### config.mk
export PLATFORM = sky130hd
export DESIGN_NAME = fa_pipe
export DESIGN_NICKNAME = d
export VERILOG_FILES = /design/src/rtl/fa_pipe.sv
export SDC_FILE = /design/constraint.sdc
export NUM_CORES = 1
export LEC_CHECK = 0
export CAP_MARGIN = 20
export CORE_MARGIN = 2
export CORE_UTILIZATION = 45
export DETAILED_ROUTE_END_ITERATION = 7
export HOLD_SLACK_MARGIN = 0.05
export PLACE_DENSITY = 0.76
export SYNTH_ARGS = -nofsm -noshare
export SYNTH_HDL_FRONTEND = slang
export SYNTH_SLANG_ARGS = --single-unit
### constraint.sdc
create_clock -name clk -period 1.5 [get_ports clk]
set_input_delay 0.3 -clock clk [delete_from_list [all_inputs] [get_ports clk]]
set_output_delay 0.3 -clock clk [all_outputs]
set_load 0.05 [all_outputs]
### src/rtl/fa_pipe.sv
// Elastic pipelined adder/subtractor with valid/ready at both ends and STAGES register slots.
// Optional signed saturation of the sum when FA_PIPE_SAT_EN is defined.
module fa_pipe #(
  parameter int WIDTH  = 4,
  parameter int STAGES = 2
) (
  input  logic             clk,
  input  logic             rst,
  input  logic [WIDTH-1:0] a,
  input  logic [WIDTH-1:0] b,
  input  logic             c_in,
  input  logic             sub,
  input  logic             in_valid,
  output logic             in_ready,
  output logic [WIDTH-1:0] s,
  output logic             c_out,
  output logic             ovf,
  output logic             out_valid,
  input  logic             out_ready
);

  localparam int MSB = WIDTH - 1;
  localparam int PW  = WIDTH + 2;

  logic [WIDTH-1:0] bx;
  logic             cx;
  logic [WIDTH:0]   sum_full;
  logic             sum_ovf;
  logic [WIDTH-1:0] cap_s;
  logic [PW-1:0]    cap_data;

  assign bx       = sub ? ~b : b;
  assign cx       = sub ? ~c_in : c_in;
  assign sum_full = {1'b0, a} + {1'b0, bx} + {{WIDTH{1'b0}}, cx};
  assign sum_ovf  = (a[MSB] == bx[MSB]) && (sum_full[MSB] != a[MSB]);

`ifdef FA_PIPE_SAT_EN
  // Largest positive / most negative value; shift form stays legal for WIDTH == 1.
  localparam logic [WIDTH-1:0] SAT_POS = {WIDTH{1'b1}} >> 1;
  localparam logic [WIDTH-1:0] SAT_NEG = ~SAT_POS;

  assign cap_s = sum_ovf ? (a[MSB] ? SAT_NEG : SAT_POS) : sum_full[MSB:0];
`else
  assign cap_s = sum_full[MSB:0];
`endif

  assign cap_data = {cap_s, sum_full[WIDTH], sum_ovf};

  genvar gi;
  generate
    for (gi = 0; gi < STAGES; gi++) begin : g_stage
      logic          v_reg;
      logic [PW-1:0] data_reg;
      logic          rdy;
      logic          nxt_rdy;
      logic          src_v;
      logic [PW-1:0] src_data;

      // A stage can load when empty or when its content is leaving this cycle.
      assign rdy = !v_reg || nxt_rdy;

      if (gi == 0) begin : g_src
        assign src_v    = in_valid;
        assign src_data = cap_data;
      end else begin : g_src
        assign src_v    = g_stage[gi-1].v_reg;
        assign src_data = g_stage[gi-1].data_reg;
      end

      if (gi == STAGES - 1) begin : g_nxt
        assign nxt_rdy = out_ready;
      end else begin : g_nxt
        assign nxt_rdy = g_stage[gi+1].rdy;
      end

      always_ff @(posedge clk or posedge rst) begin
        if (rst) begin
          v_reg    <= 1'b0;
          data_reg <= '0;
        end else if (rdy) begin
          v_reg <= src_v;
          if (src_v) begin
            data_reg <= src_data;
          end
        end
      end
    end
  endgenerate

  assign in_ready  = g_stage[0].rdy;
  assign out_valid = g_stage[STAGES-1].v_reg;
  assign s         = g_stage[STAGES-1].data_reg[PW-1:2];
  assign c_out     = g_stage[STAGES-1].data_reg[1];
  assign ovf       = g_stage[STAGES-1].data_reg[0];

endmodule

==> impl_metrics.py, run 1 <==
metrics = {
    "floorplanning": {
        "floorplan.core_area_um2": 1540,
        "die_h_um": 45.2,
        "die_w_um": 45.2,
        "starting_density_pct": 49.4,
        "rows": 14,
        "io_pins": 22,
        "die-area_um2": 2040,
    },
    "power": {
        "p_sw_mw": 0.626,
        "intPower_mw": 1.11,
        "power_frac_clock_pct": 15.6,
        "power_density_nw_per_um2": 1430,
        "power_frac_comb_pct": 50.7,
        "power.leakage_nw": 0.557,
        "peak_ir_drop_on_the_vdd_network_mv": 0.805,
        "switching_share_pct": 36.1,
        "share_seq_of_total_power_pct": 33.7,
    },
    "timing": {
        "rsz0062_at_grt": "true",
        "finalHoldViolations": 0,
        "fmax_mhz": 640,
        "setup_viol_count_final": 3,
        "finalCritPeriodShare_pct": 104,
        "finClkSkew_ps": 1.74,
        "final_max_slew_viol_count": 0,
        "setup-tns-final_ps": -102,
        "max_slew.worst_pin.slew_ps": 525,
        "fin_ws_ps": -63.5,
        "worst_slew_margin_rel_pct": 65.0,
        "finalCriticalPeriod_ps": 1560,
    },
    "logic_synthesis": {
        "post_synth.cell_area_avg_um2": 12.9,
        "synth_seq_cells": 14,
        "seq_area_frac_synth_pct": 46.0,
        "post_synth_instance_area_um2": 762,
        "number_of_synthesized_flops_with_an_enable_pin": 0,
        "post-synth-top-area-fraction_pct": 46.0,
        "ffs_w_async_s_r_synth_pct": 100,
        "synth.cells.most_frequent": "sky130_fd_sc_hd__dfrtp_1 (14), sky130_fd_sc_hd__a21oi_1 (6), sky130_fd_sc_hd__mux2_2 (6)",
        "synth_area_leader_cell": "sky130_fd_sc_hd__dfrtp_1",
        "syn_nets": 78,
        "synth_cell_types": 24,
        "synth_warnings": 0,
        "yosys_most_used_dff": "sky130_fd_sc_hd__dfrtp_1",
        "yosys-top-cells-area": "sky130_fd_sc_hd__dfrtp_1 (46%), sky130_fd_sc_hd__mux2_2 (8.9%), sky130_fd_sc_hd__xor2_1 (5.7%)",
        "synthCells": 59,
        "yosys.cell_count.top_type": "sky130_fd_sc_hd__dfrtp_1",
    },
    "detailed_routing": {
        "post_drt_wl_per_cell_um": 14.3,
        "route.detailed.vias_per_inst": 5.27,
        "detailroute.via_count": 559,
        "drt_first_pass_iters": 3,
        "route.detailed.drc": 0,
        "finalWirelength_um": 1520,
        "final_antenna_net_count": 0,
        "dr.first_iter.drc_count": 5,
    },
    "critical_path": {
        "critPathMostFrequentCell": "sky130_fd_sc_hd__fa_2",
        "start_kind": "input pin",
        "critical-path-max-stage-delay_ps": 390,
        "path_class": "in -> reg",
        "slowest_stage": "sky130_fd_sc_hd__fa_2",
        "setup.worst_path.end_class": "flop",
        "data_arrival_time_of_the_worst_path_ps": 1730,
        "critical_path_peak_fanout": 3,
        "critical_path_cell_by_cell": "buf_8, xor2_2, fa_2, fa_2, a21o_1, a21oi_2, a21oi_1",
        "reg2reg_setup_slack_ps": 280,
        "worst-endpoint-required_ps": 1660,
    },
    "layout": {
        "syn2layout_area_growth_pct": 58.6,
        "finalNetCount": 110,
        "post_route_cells_drive_above_1_share_pct": 51.1,
        "largest_register_ffs": 12,
        "finalInstanceArea_um2": 1210,
        "antenna_cells": 0,
        "instances_no_fill": 106,
    },
    "clocking": {
        "ctsRootBufferMaster": "sky130_fd_sc_hd__clkbuf_4",
        "cts_buffers": 3,
        "clk_path_buf_depth": 2,
        "tritoncts": "yes",
        "clock_insertion_delay_worst_skew_ps": 270,
        "number_of_hold_buffers_added_after_cts": 0,
        "clk_pin_slew_worst_paths_ps": 90,
        "htreeDepth": 1,
        "tritoncts_num_sinks": 14,
    },
    "flow_run": {
        "drv_cap": 0,
    },
    "placement": {
        "place_ws_ps": -791,
        "gp_congestion": 0.686,
        "post-place-cells": 99,
        "buffer_ports.inserted": 21,
        "placement.cell_area_um2": 1110,
        "detailedPlacementHpwl_um": 1140,
    },
    "outcome": {
        "status": "complete, but fails checks",
        "violated_checks": "setup timing",
    },
    "global_route": {
        "gr-usage-met2_pct": 33.7,
        "grt_use_total_pct": 19.4,
        "grt_first_pass_wirelength_um": 2760,
        "first_global_vias": 616,
        "grt_overflow_total": 0,
        "grt.met3_usage_pct": 1.60,
        "grt_max_degree": 15,
        "grt.busiest_layer": "met2",
        "grt_util_met1_pct": 22.5,
        "antenna_found_initial": 0,
    },
    "worst_hold_path": {
        "worst_hold_path_type": "in -> async",
    },
}
## layout make-up
type                    instances  area [µm²]
fillers                       101         333
flip-flops and latches         14         352
clock buffers                   4        36.3
well taps                      16        20.0
repair buffers                 29         345
multi-input cells              41         448
inverters                       2        7.51
## power by group through the flow
| stage | Combinational [mW] | Sequential [mW] | Clock (mW) |
|---|---|---|---|
| 3_5_place_dp | 0.838 | 0.594 | 0 |
| 3_3_place_gp | 0.818 | 0.586 | 0 |
| 4_1_cts | 0.873 | 0.587 | 0.273 |
| 5_1_grt | 0.925 | 0.604 | 0.288 |
| 6_report | 0.878 | 0.584 | 0.269 |
| 2_1_floorplan | 0.241 | 0.772 | 0 |
## final timing paths
path | from | endpoint | cells past startpoint
min in group clk | g_stage[0].data_reg[2]$_DFFE_PP0P_ | g_stage[0].data_reg[2]$_DFFE_PP0P_ | 1
min | rst | g_stage[0].v_reg$_DFFE_PP0N_ | 2
max in group asynchronous | rst | out_valid$_DFFE_PP0P_ | 2
min reg2reg | g_stage[0].data_reg[2]$_DFFE_PP0P_ | g_stage[0].data_reg[2]$_DFFE_PP0P_ | 1
max reg2reg | out_valid$_DFFE_PP0P_ | g_stage[1].data_reg[5]$_DFFE_PP0P_ | 3
max | sub | g_stage[0].data_reg[1]$_DFFE_PP0P_ | 7
## layout by cell type (no fill, tap or decap), types with 2 or more instances in the layout
master,synthesis,routed
sky130_fd_sc_hd__clkdlybuf4s50_1,0,6
sky130_fd_sc_hd__mux2_2,6,6
sky130_fd_sc_hd__mux2_4,2,2
sky130_fd_sc_hd__clkbuf_4,0,3
sky130_fd_sc_hd__buf_12,0,8
sky130_fd_sc_hd__buf_2,0,2
sky130_fd_sc_hd__xor2_2,0,2
sky130_fd_sc_hd__fa_2,0,2
sky130_fd_sc_hd__dfrtp_1,14,13
sky130_fd_sc_hd__ha_1,3,3
sky130_fd_sc_hd__buf_4,0,8
sky130_fd_sc_hd__nand3b_1,2,2
sky130_fd_sc_hd__dlygate4sd2_1,0,2
sky130_fd_sc_hd__a21oi_1,6,4
sky130_fd_sc_hd__inv_1,2,2
sky130_fd_sc_hd__xor2_1,5,3
sky130_fd_sc_hd__nand2b_1,2,2
## logic make-up (layout without fill, tap and decap cells)
family                     after synthesis  after routing  share of synthesized area [%]
buffers and inverters                    4             35                           2.96
muxes                                    8              8                           12.8
and+or+nand+nor                         10             10                           10.7
AOI/OAI and AO/OA                       12             12                           10.5
xor gates and xnor gates                 6              6                           6.90
adders and majority gates                5              5                           10.2
DFF                                     14             14                           46.0
## critical path, delay by kind of cell
| family | cells | cell delay (ps) |
|---|---|---|
| xor+xnor | 1 | 170 |
| fa+ha+maj | 2 | 750 |
| buf+inv | 1 | 100 |
| compound gates | 3 | 390 |
## through the flow
step	hold slack, ps	power, mW	utilization, %
final	358	1.73	78.4
after CTS	376	1.73	77.3
after global placement	490	1.40	72.2
after detailed placement	493	1.43	72.2
after global routing	413	1.82	78.4
after floorplan	189	1.01	-
## layer usage
layer / vias to the layer above / share of wire, %
met5: - / 0
met4: 0 / 2.8
met3: 4 / 3.9
met2: 21 / 53
met1: 266 / 40
li1: 268 / -
## what timing repair did
action,CTS,global route
setup endpoints to repair,7,6
pin swaps,15,2
gates resized for setup,23,4
buffers inserted,3,0
Power figures use the tool's default switching activity.
==> run 2: changes to the inputs <==
- CELL_PAD_IN_SITES_DETAIL_PLACEMENT: unset -> 0
- CELL_PAD_IN_SITES_GLOBAL_PLACEMENT: unset -> 1
- CORE_UTILIZATION: 45 -> 36
- PLACE_DENSITY: 0.76 -> unset
- PLACE_DENSITY_LB_ADDON: unset -> 0.1
==> impl_metrics.py, run 2 (synthesized netlist as in run 1, its figures left out) <==
metrics = {
    "critical_path": {
        "path_class": "in -> reg",
        "reg2reg_setup_slack_ps": 280,
        "setup.worst_path.end_class": "flop",
        "r2r-start": "out_valid$_DFFE_PP0P_",
        "critical_path_peak_fanout": 3,
        "worst-endpoint-required_ps": 1660,
        "ff_to_ff_end": "g_stage[1].data_reg[1]$_DFFE_PP0P_",
        "data_arrival_time_of_the_worst_path_ps": 1690,
        "start_kind": "input pin",
        "r2r_cells": 3,
    },
    "placement": {
        "placement.cell_area_um2": 1150,
        "buffer_ports.inserted": 21,
        "detailedPlacementHpwl_um": 1010,
        "place_ws_ps": -791,
        "gp_congestion": 0.695,
    },
    "timing": {
        "fin_ws_ps": -25.9,
        "finalCritPeriodShare_pct": 102,
        "rsz0062_at_grt": "true",
        "worst_slew_margin_rel_pct": 82.2,
        "max_slew.worst_pin.slew_ps": 266,
        "setup_viol_count_final": 2,
        "finClkSkew_ps": 5.46,
        "setup-tns-final_ps": -27.5,
        "finalCriticalPeriod_ps": 1530,
        "fmax_mhz": 655,
        "finalHoldViolations": 0,
        "final_max_slew_viol_count": 0,
    },
    "global_route": {
        "grt_max_degree": 15,
        "grt_overflow_total": 0,
        "grt_first_pass_wirelength_um": 2270,
        "grt_use_total_pct": 12.3,
        "antenna_found_initial": 0,
        "first_global_vias": 539,
    },
    "detailed_routing": {
        "dr.first_iter.drc_count": 1,
        "route.detailed.vias_per_inst": 4.58,
        "finalWirelength_um": 1260,
        "drt_first_pass_iters": 2,
        "final_antenna_net_count": 0,
        "detailroute.via_count": 541,
        "route.detailed.drc": 0,
        "post_drt_wl_per_cell_um": 10.6,
    },
    "layout": {
        "seqCellArea_um2": 352,
        "antenna_cells": 0,
        "fin_util_pct": 60.1,
        "syn2layout_area_growth_pct": 56.3,
        "finalNetCount": 111,
        "filler_cell_count": 165,
        "largest_register_ffs": 12,
        "leading_cell_type_in_the_layout_fill_and_taps_excluded": "sky130_fd_sc_hd__dfrtp_1",
        "finalInstanceArea_um2": 1190,
        "multiInputGateArea_um2": 422,
        "layout_common_cells": "sky130_fd_sc_hd__dfrtp_1 (13), sky130_fd_sc_hd__buf_4 (9), sky130_fd_sc_hd__buf_12 (8)",
        "post_route_cells_drive_above_1_share_pct": 47.3,
    },
    "power": {
        "peak_ir_drop_on_the_vdd_network_mv": 0.815,
        "power_density_nw_per_um2": 1370,
        "power.leakage_nw": 0.538,
    },
    "clocking": {
        "clock_insertion_delay_worst_skew_ps": 270,
        "htreeDepth": 1,
        "clk_pin_slew_worst_paths_ps": 80,
        "clk_path_buf_depth": 2,
        "tritoncts_num_sinks": 14,
        "cts_buffers": 3,
        "number_of_hold_buffers_added_after_cts": 0,
        "tritoncts": "yes",
        "ctsRootBufferMaster": "sky130_fd_sc_hd__clkbuf_4",
    },
    "flow_run": {
        "drv_cap": 0,
    },
    "worst_hold_path": {
        "worst_hold_path_type": "in -> async",
    },
    "floorplanning": {
        "starting_density_pct": 38.4,
        "die-area_um2": 2500,
        "io_pins": 22,
        "die_w_um": 50.0,
        "die_h_um": 50.0,
        "floorplan.core_area_um2": 1980,
        "rows": 16,
    },
    "outcome": {
        "status": "complete, but fails checks",
        "violated_checks": "setup timing",
    },
}
==> run 2: changes by cell type in the layout (fill, tap and decap cells not counted), sizes merged <==
| cell | change |
|---|---|
| buf | +1 |
| dlymetal6s2s | -1 |
| clkdlybuf4s50 | +1 |
==> run 2: worst max-delay path by stage <==
stage | startpoint | end | slack, ps
3_3_place_gp | sub | g_stage[0].data_reg[1]$_DFFE_PP0P_ | -760
4_1_cts | sub | g_stage[0].data_reg[1]$_DFFE_PP0P_ | -20
3_5_place_dp | sub | g_stage[0].data_reg[1]$_DFFE_PP0P_ | -790
5_1_grt | sub | g_stage[0].data_reg[1]$_DFFE_PP0P_ | -60
6_report | sub | g_stage[0].data_reg[1]$_DFFE_PP0P_ | -30
2_1_floorplan | sub | g_stage[0].data_reg[1]$_DFFE_PP0P_ | -340
==> run 2: repair_timing <==
item | 4_1_cts | 5_1_grt
setup endpoints to repair | 7 | 4
buffers inserted | 1 | 0
resized for setup | 23 | 0
pin swaps | 14 | 0
==> run 2: worst max-delay path: stages <==
cell                      delay, ps
sky130_fd_sc_hd__buf_8          100
sky130_fd_sc_hd__xor2_2         170
sky130_fd_sc_hd__fa_2           370
sky130_fd_sc_hd__fa_2           360
sky130_fd_sc_hd__a21o_1         190
sky130_fd_sc_hd__a21oi_2        120
sky130_fd_sc_hd__a21oi_1         70
==> run 2: per-layer routing <==
layer | vias up | routed length (µm) | track usage [%]
met5 | - | 0 | 0
met4 | 0 | 34 | 11.1
met3 | 2 | 61 | 1.21
met2 | 17 | 599 | 19.1
met1 | 252 | 560 | 14.9
li1 | 270 | - | -
==> run 2: where the power goes <==
part	total (mW)	switching [mW]	internal, mW
Sequential	0.580	0.0912	0.488
Combinational	0.837	0.383	0.454
Clock	0.210	0.107	0.103
Total	1.63	0.581	1.05
==> run 2: cell type report <==
| cell class | instances | share of cell area [%] |
|---|---|---|
| inverters | 2 | 0.630 |
| clock buffers | 4 | 2.21 |
| multi-input cells | 41 | 35.4 |
| well taps | 27 | 2.84 |
| repair buffers | 30 | 29.4 |
| flip-flops and latches | 14 | 29.5 |
==> run 2: metrics by stage <==
stage                     hold slack, ps  total power [mW]  std cells
after floorplan                      189              1.01         59
after global placement               484              1.41        113
after detailed placement             492              1.42        113
after CTS                            324              1.65        118
after global routing                 338              1.72        118
final                                325              1.63        118
